==> config.mk <==
export PLATFORM = sky130hd
export DESIGN_NAME = core_ctrl
export DESIGN_NICKNAME = d
export VERILOG_FILES = /design/src/rtl/core_ctrl.sv
export SDC_FILE = /design/constraint.sdc
export NUM_CORES = 1
export LEC_CHECK = 0
export ABC_AREA = 1
export BUFFER_PORTS_ARGS = -buffer_cell sky130_fd_sc_hd__buf_2
export CAP_MARGIN = 20
export CORE_MARGIN = 2
export CORE_UTILIZATION = 45
export DETAILED_ROUTE_END_ITERATION = 8
export PLACE_DENSITY = 0.76
export RECOVER_POWER = 100
export SYNTH_ARGS = -nofsm -noshare
export SYNTH_HDL_FRONTEND = slang
export SYNTH_SLANG_ARGS = --single-unit
==> constraint.sdc <==
create_clock -name clk -period 2.3 [get_ports clk]
set_clock_uncertainty 0.1 [all_clocks]
set_input_delay 0.46 -clock clk [delete_from_list [all_inputs] [get_ports clk]]
set_output_delay 0.46 -clock clk [all_outputs]
set_load 0.1 [all_outputs]
==> src/rtl/core_ctrl.sv <==
// core_ctrl: pipeline control stage downstream of core_ex.
// Owns the PC register and arbitrates jump/hold requests and the external bus stall,
// driving the fetch address, pipeline hold and if_id/id_ex flushes.
// Optional feature: define CORE_CTRL_JUMP_CNT_EN to add jump_cnt_out, a running
// count of accepted jumps.
module core_ctrl #(
    parameter logic [31:0] RST_ADDR     = 32'h0000_0000,
    parameter int          FLUSH_CYCLES = 2
) (
    input  logic        clk,
    input  logic        rst,
    input  logic        jump_flag_in,
    input  logic [31:0] jump_addr_in,
    input  logic        hold_flag_in,
    input  logic        hold_bus_in,
    output logic [31:0] pc_out,
    output logic        pc_valid_out,
    output logic        hold_out,
    output logic        flush_if_id_out,
    output logic        flush_id_ex_out,
`ifdef CORE_CTRL_JUMP_CNT_EN
    output logic [31:0] jump_cnt_out,
`endif
    output logic [1:0]  state_out
);

    localparam logic [1:0] ST_BOOT  = 2'd0;
    localparam logic [1:0] ST_RUN   = 2'd1;
    localparam logic [1:0] ST_FLUSH = 2'd2;
    localparam logic [1:0] ST_HOLD  = 2'd3;

    // Counter value after a jump: the jump cycle itself already counts as one flush cycle.
    localparam logic [2:0] CNT_RELOAD = 3'(FLUSH_CYCLES - 1);
    localparam logic [1:0] ST_AFTER_JUMP = (FLUSH_CYCLES > 1) ? ST_FLUSH : ST_RUN;

    logic [1:0]  state;
    logic [2:0]  cnt;
    logic [31:0] pc;
    logic        pc_valid;
    logic        jump;
    logic        hold;
    logic [31:0] jump_target;
    logic [31:0] pc_next_seq;

    // Request decode: jump beats hold, and BOOT ignores both.
    always_comb begin
        jump        = 1'b0;
        hold        = 1'b0;
        jump_target = {jump_addr_in[31:2], jump_addr_in[1:0] & 2'b00};
        pc_next_seq = pc + 32'd4;
        if (state != ST_BOOT) begin
            jump = jump_flag_in;
            hold = (hold_flag_in | hold_bus_in) & ~jump_flag_in;
        end
    end

    // PC, valid flag, flush counter and FSM state.
    always_ff @(posedge clk or negedge rst) begin
        if (!rst) begin
            state    <= ST_BOOT;
            cnt      <= 3'd0;
            pc       <= RST_ADDR;
            pc_valid <= 1'b0;
        end else begin
            case (state)
                ST_BOOT: begin
                    state    <= ST_RUN;
                    pc_valid <= 1'b1;
                end
                ST_RUN: begin
                    if (jump) begin
                        pc    <= jump_target;
                        cnt   <= CNT_RELOAD;
                        state <= ST_AFTER_JUMP;
                    end else if (hold) begin
                        state <= ST_HOLD;
                    end else begin
                        pc <= pc_next_seq;
                    end
                end
                ST_FLUSH: begin
                    if (jump) begin
                        pc    <= jump_target;
                        cnt   <= CNT_RELOAD;
                        state <= ST_AFTER_JUMP;
                    end else if (!hold) begin
                        pc  <= pc_next_seq;
                        cnt <= cnt - 3'd1;
                        if (cnt <= 3'd1) begin
                            state <= ST_RUN;
                        end
                    end
                end
                default: begin
                    if (jump) begin
                        pc    <= jump_target;
                        cnt   <= CNT_RELOAD;
                        state <= ST_AFTER_JUMP;
                    end else if (!hold) begin
                        pc    <= pc_next_seq;
                        state <= ST_RUN;
                    end
                end
            endcase
        end
    end

`ifdef CORE_CTRL_JUMP_CNT_EN
    logic [31:0] jump_cnt;

    // Count every accepted jump; wraps silently at 2^32.
    always_ff @(posedge clk or negedge rst) begin
        if (!rst) begin
            jump_cnt <= 32'd0;
        end else if (jump) begin
            jump_cnt <= jump_cnt + 32'd1;
        end
    end

    assign jump_cnt_out = jump_cnt;
`endif

    assign pc_out          = pc;
    assign pc_valid_out    = pc_valid;
    assign state_out       = state;
    assign hold_out        = hold;
    assign flush_if_id_out = jump | (state == ST_FLUSH) | (state == ST_BOOT);
    assign flush_id_ex_out = jump | (state == ST_BOOT);

endmodule

# [Word level (Yosys, flattened, before mapping)]
# Index checks and enable logic that the tools add are counted.
[word_totals] ff_bits=38 in_bits=37 output_inout_bits=38 wordCells=43
[op_classes] n_addsub=2 n_lt_le_gt_ge=1 eq_ne=7 n_mux=16 bitwise_logic=7 n_reduce_logical=6
[ops] operator="2-to-1 mux 32 bit" n=2
[ops] operator="adder 32 x 3 -> 32 bit (second input constant)" n=1
[ops] operator="2-to-1 mux 2 bit" n=7
[ops] operator="2-to-1 mux 3 bit" n=3
[ops] operator="inequality test 3 bit (second input constant)" n=3
[ops] operator="case mux 2 bit (3 select lines)" n=1
[ops] operator="case mux 3 bit (2 select lines)" n=1
[ops] operator="inequality test 4 x 1 -> 1 bit (second input constant)" n=1
[ops] operator="bitwise OR 1 bit" n=4
[ops] operator="AND reduction 4 bit" n=1
[ops] operator="nonzero test 2 bit" n=2
[ops] operator="less-or-equal comparator 3 x 1 -> 1 bit (second input constant)" n=1
[ops] operator="AND reduction 3 bit" n=1
[ops] operator="subtractor 3 x 1 -> 3 bit (second input constant)" n=1
[ops] operator="equality test 2 x 1 -> 1 bit (second input constant)" n=1
[ops] operator="equality test 2 bit (second input constant)" n=1
[ops] operator="zero test 2 bit" n=1
[ops] operator="2-to-1 mux 1 bit" n=2
[ops] operator="inequality test 2 x 1 -> 1 bit (second input constant)" n=1
[ops] operator="inverter 1 bit" n=2
[ops] operator="AND reduction 2 bit" n=1
[ops] operator="bitwise AND 1 bit" n=1

# [Depth between registers and ports, before layout]
# Gate-level depths: netlist (run 1).
[logic_depth] word_depth=6 ltp_mapped=10 mapped_depth_nobuf=10

# [Worst setup path before layout (run 1)]
# No wires, ideal clock.
[synth_path] kind="register to output" startpoint="register state[0] (netlist: state_out[0])" endpoint="output flush_id_ex_out" arrival_time_ns=1.803 required_time_ns=1.740 path_slack_ns=-0.063 path_stages_with_launch=4 n_path_buf=0 path_cell_list="dfrtp_1 -> inv_2 -> nand2_4 -> nand2_1"
[synth_between] elab_chain_len=3 elab_cells_between_ends=4 cone_classes="mux (1); bitwise (1); reduce/logical (2)"
[synth_lines] element="start, declared" line_no="36" text="logic [1:0] state;"
[synth_lines] element="start signal, assigned" line_no="60" text="state <= ST_BOOT;"
[synth_lines] element="start signal, assigned" line_no="67" text="state <= ST_RUN;"
[synth_lines] element="start signal, assigned" line_no="74" text="state <= ST_AFTER_JUMP;"
[synth_lines] element="nonzero test 2 bit" line_no="51" text="if (state != ST_BOOT) begin"
[synth_lines] element="2-to-1 mux 1 bit" line_no="51"
[synth_lines] element="bitwise OR 1 bit *" line_no="128" text="assign flush_id_ex_out = jump | (state == ST_BOOT);"
[synth_lines] element="end, declared" line_no="20" text="output logic flush_id_ex_out,"
# Every way passes the cells marked *; elsewhere a longest branch is shown, timed or not.

# [Final worst setup path (run 1)]
# Ends and elaborated chain as after synthesis.

==> results of run 1 <==
## cell usage after synthesis (all sizes together)
library cell  number
nand2            139
nor2              84
inv               43
dfrtp             36
nand3             35
o21ai             27
a21oi             11
buf               11
o22ai              5
xor2               5
ha                 3
nand4              3
a31oi              2
clkbuf             2
a22oi              1
a32oi              1
and2               1
conb               1
mux2               1
nor3               1
o21bai             1
or2                1
## cell families (layout without fill, tap and decap cells)
family | count (synthesis) | after routing | synth area share
buffers and inverters | 56 | 124 | 0.0931
DFF | 36 | 36 | 0.340
other | 1 | 2 | 0.00142
adders and majority gates | 3 | 3 | 0.0142
muxes | 1 | 1 | 0.00426
AOI/OAI and AO/OA | 48 | 48 | 0.101
and+or+nand+nor | 264 | 264 | 0.429
xor gates and xnor gates | 5 | 5 | 0.0165
## metrics by stage
| step | std cells | worst slack (ns) |
|---|---|---|
| global placement | 547 | 0.599 |
| detailed placement | 547 | 0.520 |
| finish | 555 | 0.275 |
| global route | 555 | 0.192 |
| floorplan | 415 | 0.0137 |
| CTS | 555 | 0.343 |
## registers in the layout, indices dropped and copies added, names as in the netlist
register      count
pc_out           30
cnt               3
state_out         2
pc_valid_out      1
## critical path, cell delays in order (launching register included)
cell,delay [ns]
dfrtp_1,0.43
inv_1,0.15
nand2_4,0.09
nand2_1,0.06
clkbuf_2,0.44
## layer usage
layer / GRT usage / vias up / wire, um
li1: - / 1437 / -
met1: 0.286 / 1247 / 3110
met2: 0.392 / 72 / 3400
met3: 0.0449 / 6 / 356
met4: 0.0712 / 0 / 48
met5: 0 / - / 0
## placed cells by master (no fill, tap or decap), types with 7 or more instances in the layout
cell,n
o21ai_1,9
nor2_1,73
nand3_1,35
clkbuf_8,7
o21ai_0,18
buf_2,33
nand2_1,134
nor2_2,7
dfrtp_1,34
a21oi_1,11
clkbuf_2,36
inv_1,40
## worst max path at each step
| stage | to | cells after the start | slack (ns) |
|---|---|---|---|
| after global routing | state_out[0]$_DFFE_PN0P_ | 8 | 0.19 |
| after floorplan | pc_out[20]$_DFFE_PN0P_ | 10 | 0.01 |
| after detailed placement | state_out[1]$_DFFE_PN0P_ | 8 | 0.52 |
| final | flush_id_ex_out | 4 | 0.28 |
| after global placement | flush_id_ex_out | 4 | 0.60 |
| after CTS | flush_id_ex_out | 4 | 0.34 |
## layout make-up
class                   instances  area, um2
well taps                      72       90.1
clock buffers                   7       96.3
clock inverters                 1       30.0
repair buffers                 73        384
inverters                      43        164
fillers                       569       2450
flip-flops and latches         36        903
multi-input cells             323       1490
==> qor.yml, run 1 <==
status:
  status: "finished, final reports clean"
sta:
  timing.final.crit_period_ns: 2.02
  setup-tns-final_ns: 0
  fin_crit_sh: 0.880
  whs_ns: 0.321
  rsz0062_at_grt: "false"
  hold_viol: 0
  worstMarginPinSlew_ns: 1.36
  final_max_slew_viol_count: 0
  fmax_ghz: 0.494
  slew_headroom: 0.0910
  setup_violations: 0
route:
  route.detailed.drc: 0
  avgRoutedWirePerCell_um: 12.5
  ant_nets: 0
  via_per_inst: 4.98
  routed_wl_mm: 6.91
  vias: 2762
  drt_first_pass_iters: 4
  drtIter0Drc: 168
clocking:
  post_cts_resized: 0
  cts_hold_buf: 0
  h-tree-depth: 2
  cts_made_buffers: 5
  path_clk_slew_ns: 0.08
  postCtsSetupBuffers: 0
  clk_latency_ns: 0.29
  clockBufferDepth: 2
  root_buffer: "clkbuf_8"
  cts_tree: "yes"
  cts_sinks: 36
global_route:
  gr-usage-all-layers: 0.228
  grt_pass1_wl_mm: 11.5
  grt_max_degree: 37
  grt_pass1_vias: 2555
  antenna_found_initial: 0
  grt-ovfl-total: 0
worst_setup_path:
  critical_path.max_fanout: 5
  crit_start: "state_out[0]$_DFFE_PN0P_"
  timing.rr.end: "pc_out[5]$_DFFE_PN0P_"
  startpoint_type: "register"
  rrSetupSlack_ns: 0.33
  r2r_cells: 7
  crit_type: "register to primary output"
  r2r_start: "state_out[0]$_DFFE_PN0P_"
  setup.worst_path.end_class: "primary output"
  worstPathArrival_ns: 1.46
  required_ns: 1.74
synthesis:
  synth_warnings: 0
  ys_seq_area_frac: 0.340
  synth_area_um2: 2650
  synth_top_area_cell: "dfrtp_1"
  yosys.area.top_type_share: 0.340
  synth_seq_cells: 36
  yosysUniqueCellTypes: 33
  avgSynthCellArea_um2: 6.39
  synth.area.top_cells: "dfrtp_1, nand2_1, nor2_1"
  syn_inst: 414
min_path:
  hp-class: "input pin to register"
  hold_end: "pc_out[3]$_DFFE_PN0P_"
  hold_depth: 3
  min_from: "jump_addr_in[3]"
placed_design:
  gp_congestion: 0.873
  placed_area_um2: 3050
  port_buffers: 70
  dp_hpwl_mm: 5.04
die:
  start_util: 0.472
  core-area_um2: 5610
  die_h_um: 80.7
  fp-row-count: 27
  io_pins: 75
  die_area_um2: 6510
  fp.dieW_um: 80.7
layout:
  diodes: 0
  fin_area_um2: 3150
  fin_util: 0.562
  drive_above_1_share: 0.215
  area_delta_synth_final_pct: 19.2
  nNetsFinal: 522
flow_run:
  cap_violations: 0
Power of run 1 is left out: the tool's default activity adds up to more than one toggle a clock period on the data nets, which glitch-free logic cannot reach.
==> run 2: changes to the inputs <==
PLACE_DENSITY = 0.77   (was 0.76)
SKIP_CTS_REPAIR_TIMING = 1   (was unset)
clock period = 2.08 ns   (was 2.3 ns; I/O delays follow)
==> qor.yml, run 2 (synthesis results as in run 1) <==
placed_design:
  place_ws_ns: 0.406  # -0.114 ns
  port_buffers: 70  # unchanged
  gp_congestion: 0.884  # +1.2%
  dp_hpwl_mm: 5.06  # +0.35%
  placedCellCount: 549  # +0.37%
clocking:
  cts_sinks: 36  # unchanged
  clk_latency_ns: 0.30  # about the same
  cts_tree: "yes"
  clockBufferDepth: 2  # unchanged
  root_buffer: "clkbuf_8"
  cts_made_buffers: 5  # unchanged
  h-tree-depth: 2  # unchanged
  path_clk_slew_ns: 0.09  # about the same
sta:
  worstMarginPinSlew_ns: 0.998  # -0.366 ns
  fin_ws_ns: 0.243  # -0.0317 ns
  fmax_ghz: 0.544
  rsz0062_at_grt: "false"
  setup-tns-final_ns: 0  # unchanged
  final_max_slew_viol_count: 0  # unchanged
  slew_headroom: 0.335  # +0.244
  whs_ns: 0.263  # -0.0584 ns
  setup_violations: 0  # unchanged
  timing.final.crit_period_ns: 1.84
  fin_crit_sh: 0.883
  hold_viol: 0  # unchanged
layout:
  area_delta_synth_final_pct: 19.4
  layout_commonest_cell: "nand2_1"
  nNetsFinal: 525  # +0.57%
  drive_above_1_share: 0.230  # +0.0151
  stdcell_count: 558  # +0.54%
  largest_reg_flops: 30  # unchanged
  diodes: 0  # unchanged
  layout_common_cells: "nand2_1, nor2_1, inv_1"
worst_setup_path:
  r2r_cells: 7  # unchanged
  critPathMaxStageDelay_ns: 0.42  # -0.02 ns
  slowest_stage: "dfrtp_1"
  required_ns: 1.56  # -0.18 ns
  crit_type: "register to primary output"
  startpoint_type: "register"
  cp_cell_sequence: "inv_1 > nand2_4 > nand2_1 > clkbuf_4"
  critical_path.max_fanout: 5  # unchanged
  setup.worst_path.end_class: "primary output"
  worstPathArrival_ns: 1.32  # -0.14 ns
route:
  drtIter0Drc: 165  # -1.8%
  avgRoutedWirePerCell_um: 12.2  # -1.7%
  vias: 2810  # +1.7%
  ant_nets: 0  # unchanged
  routed_wl_mm: 6.83  # -1.2%
  drt_first_pass_iters: 4  # unchanged
  via_per_inst: 5.04  # +1.2%
  route.detailed.drc: 0  # unchanged
global_route:
  grt_pass1_vias: 2497  # -2.3%
  gr-usage-all-layers: 0.222  # -0.00566
  grt_max_degree: 32  # -14%
  grt-ovfl-total: 0  # unchanged
  grt_pass1_wl_mm: 11.3  # -1.9%
  antenna_found_initial: 0  # unchanged
die:
  core-area_um2: 5610  # unchanged
  io_pins: 75  # unchanged
  die_area_um2: 6510  # unchanged
  start_util: 0.472  # unchanged
  die_h_um: 80.7  # unchanged
  fp-row-count: 27  # unchanged
  fp.dieW_um: 80.7  # unchanged
min_path:
  hold_depth: 3  # unchanged
  hp-class: "input pin to register"
flow_run:
  cap_violations: 0  # unchanged
status:
  status: "finished, final reports clean"
-- run 2: worst paths after layout --
| check | start | endpoint | slack (ns) |
|---|---|---|---|
| max | state_out[0]$_DFFE_PN0P_ | flush_id_ex_out | 0.24 |
| min | jump_addr_in[4] | pc_out[4]$_DFFE_PN0P_ | 0.26 |
| max reg2reg | state_out[0]$_DFFE_PN0P_ | pc_out[16]$_DFFE_PN0P_ | 0.25 |
| min reg2reg | pc_valid_out$_DFFE_PN0P_ | pc_valid_out$_DFFE_PN0P_ | 0.39 |
| max in group asynchronous | rst | state_out[1]$_DFFE_PN0P_ | 0.33 |
| min in group asynchronous | rst | pc_out[10]$_DFFE_PN0P_ | 0.69 |
-- run 2: critical path: cells and delay by family (launching register included) --
kind / cells / cell delay [ns]
buffers and inverters: 2 / 0.46
flip-flops: 1 / 0.42
AND/OR/NAND/NOR: 2 / 0.14
-- run 2: stage by stage --
stage / area, um2 / util
6_report: 3160 / 0.564
3_5_place_dp: 3090 / 0.550
5_1_grt: 3160 / 0.564
2_1_floorplan: 2660 / -
3_3_place_gp: 3090 / 0.550
4_1_cts: 3200 / 0.570
-- run 2: layout make-up --
type | instances | area [um2]
Clock buffer | 5 | 68.8
Clock inverter | 3 | 42.5
Fill cell | 582 | 2450
Inverter | 43 | 161
Multi-Input combinational cell | 323 | 1480
Sequential cell | 36 | 910
Tap cell | 72 | 90.1
Timing Repair Buffer | 76 | 412
-- run 2: per-layer routing --
| layer | GRT usage | vias to the layer above | part of all wire |
|---|---|---|---|
| met2 | 0.391 | 75 | 0.50 |
| li1 | - | 1448 | - |
| met4 | 0.0644 | 0 | 0.011 |
| met1 | 0.271 | 1280 | 0.43 |
| met3 | 0.0472 | 7 | 0.057 |
| met5 | 0 | - | 0 |
Power of run 2 is left out for the same reason.
==> run 3: changes to the inputs <==
SETUP_SLACK_MARGIN = 0.4   (was unset)
==> qor.yml, run 3 (synthesis results as in run 1) <==
sta:
  rsz0062_at_grt: "true"
  setup-tns-final_ns: 0  # unchanged
  whs_ns: 0.244  # -0.0195 ns
  timing.final.crit_period_ns: 1.88  # +0.0399 ns
  slew_headroom: 0.366  # +0.0310
  fmax_ghz: 0.533  # -2.1%
  final_max_slew_viol_count: 0  # unchanged
  hold_viol: 0  # unchanged
  fin_ws_ns: 0.203  # -0.0399 ns
  worstMarginPinSlew_ns: 0.951  # -0.0465 ns
  setup_violations: 0  # unchanged
  fin_crit_sh: 0.902  # +0.0192
layout:
  largest_reg_flops: 30  # unchanged
  seq_area_um2: 987  # +8.5%
  multiInputGateArea_um2: 1590  # +7.8%
  layout_commonest_cell: "nand2_1"
  nNetsFinal: 538  # +2.5%
  fillers: 542  # -6.9%
  stdcell_count: 571  # +2.3%
  drive_above_1_share: 0.323  # +0.0922
  layout_common_cells: "nand2_1, nor2_1, inv_1"
  area_delta_synth_final_pct: 30.4
  diodes: 0  # unchanged
route:
  drt_first_pass_iters: 4  # unchanged
  route.detailed.drc: 0  # unchanged
  ant_nets: 0  # unchanged
  drtIter0Drc: 210  # +27%
  via_per_inst: 5.08  # +0.96%
  routed_wl_mm: 7.49  # +9.7%
  vias: 2903  # +3.3%
  avgRoutedWirePerCell_um: 13.1  # +7.2%
worst_setup_path:
  cp_cell_sequence: "inv_6 > nand2_8 > nand3_4 > inv_8 > buf_4"
  critPathMaxStageDelay_ns: 0.46  # +0.04 ns
  critPathTopFamily: "flip-flops"
  required_ns: 1.56  # about the same
  crit_type: "register to primary output"
  slowest_stage: "dfrtp_4"
  setup.worst_path.end_class: "primary output"
  worst-path-buf-inv: 3  # +1
  critical_path.max_fanout: 5  # unchanged
  startpoint_type: "register"
  worstPathArrival_ns: 1.36  # +0.04 ns
clocking:
  cts_made_buffers: 5  # unchanged
  cts_tree: "yes"
  h-tree-depth: 2  # unchanged
  clockBufferDepth: 2  # unchanged
  path_clk_slew_ns: 0.08  # about the same
  root_buffer: "clkbuf_8"
  cts_sinks: 36  # unchanged
  clk_latency_ns: 0.29  # about the same
die:
  core-area_um2: 5610  # unchanged
  fp-row-count: 27  # unchanged
  fp.dieW_um: 80.7  # unchanged
  io_pins: 75  # unchanged
  start_util: 0.472  # unchanged
  die_h_um: 80.7  # unchanged
  die_area_um2: 6510  # unchanged
placed_design:
  placedCellCount: 548  # -0.18%
  place_ws_ns: 0.237  # -0.169 ns
  port_buffers: 70  # unchanged
  dp_hpwl_mm: 5.22  # +3.2%
  gp_congestion: 0.894  # +1.1%
global_route:
  grt_pass1_vias: 2730  # +9.3%
  antenna_found_initial: 0  # unchanged
  grt_pass1_wl_mm: 12.1  # +7.3%
  grt-ovfl-total: 0  # unchanged
  gr-usage-all-layers: 0.238  # +0.0166
  grt_max_degree: 37  # +16%
flow_run:
  cap_violations: 0  # unchanged
status:
  status: "finished, final reports clean"
min_path:
  hp-class: "input pin to asynchronous set/reset pin"
[run 3: cell count changes in the layout (fill, tap and decap cells not counted), sizes merged]
cell	delta
dlygate4sd3	-1
clkinvlp	-1
bufinv	-1
clkbuf	+6
buf	+10
[run 3: per-stage QoR]
stage,util,instance area (um2)
floorplan,-,2780
global placement,0.574,3220
detailed placement,0.574,3220
CTS,0.588,3300
global route,0.616,3450
finish,0.616,3450
[run 3: final timing paths]
kind                                               start                        to  slack, ns  cells after the start
worst min-delay path                                 rst    pc_out[10]$_DFFE_PN0P_       0.24                      2
max in group asynchronous                            rst    pc_out[14]$_DFFE_PN0P_       0.94                      2
worst max-delay path            state_out[0]$_DFFE_PN0P_                  hold_out       0.20                      5
worst min register to register  pc_valid_out$_DFFE_PN0P_  pc_valid_out$_DFFE_PN0P_       0.38                      2
worst max register to register     pc_out[2]$_DFFE_PN0P_    pc_out[10]$_DFFE_PN0P_       0.24                      8
min in group clk                         jump_addr_in[3]     pc_out[3]$_DFFE_PN0P_       0.29                      3
[run 3: metal layers]
metal	vias up	GRT usage	part of all wire
met4	0	0.0627	0.018
met3	12	0.0438	0.062
li1	1473	-	-
met1	1319	0.297	0.43
met5	-	0	0
met2	99	0.422	0.49
[run 3: layout make-up]
cell class,instances,share of cell area
Clock inverter,1,0.00145
Timing Repair Buffer,89,0.150
Sequential cell,36,0.286
Inverter,43,0.0533
Tap cell,72,0.0261
Clock buffer,7,0.0221
Multi-Input combinational cell,323,0.461
Power of run 3 is left out for the same reason.
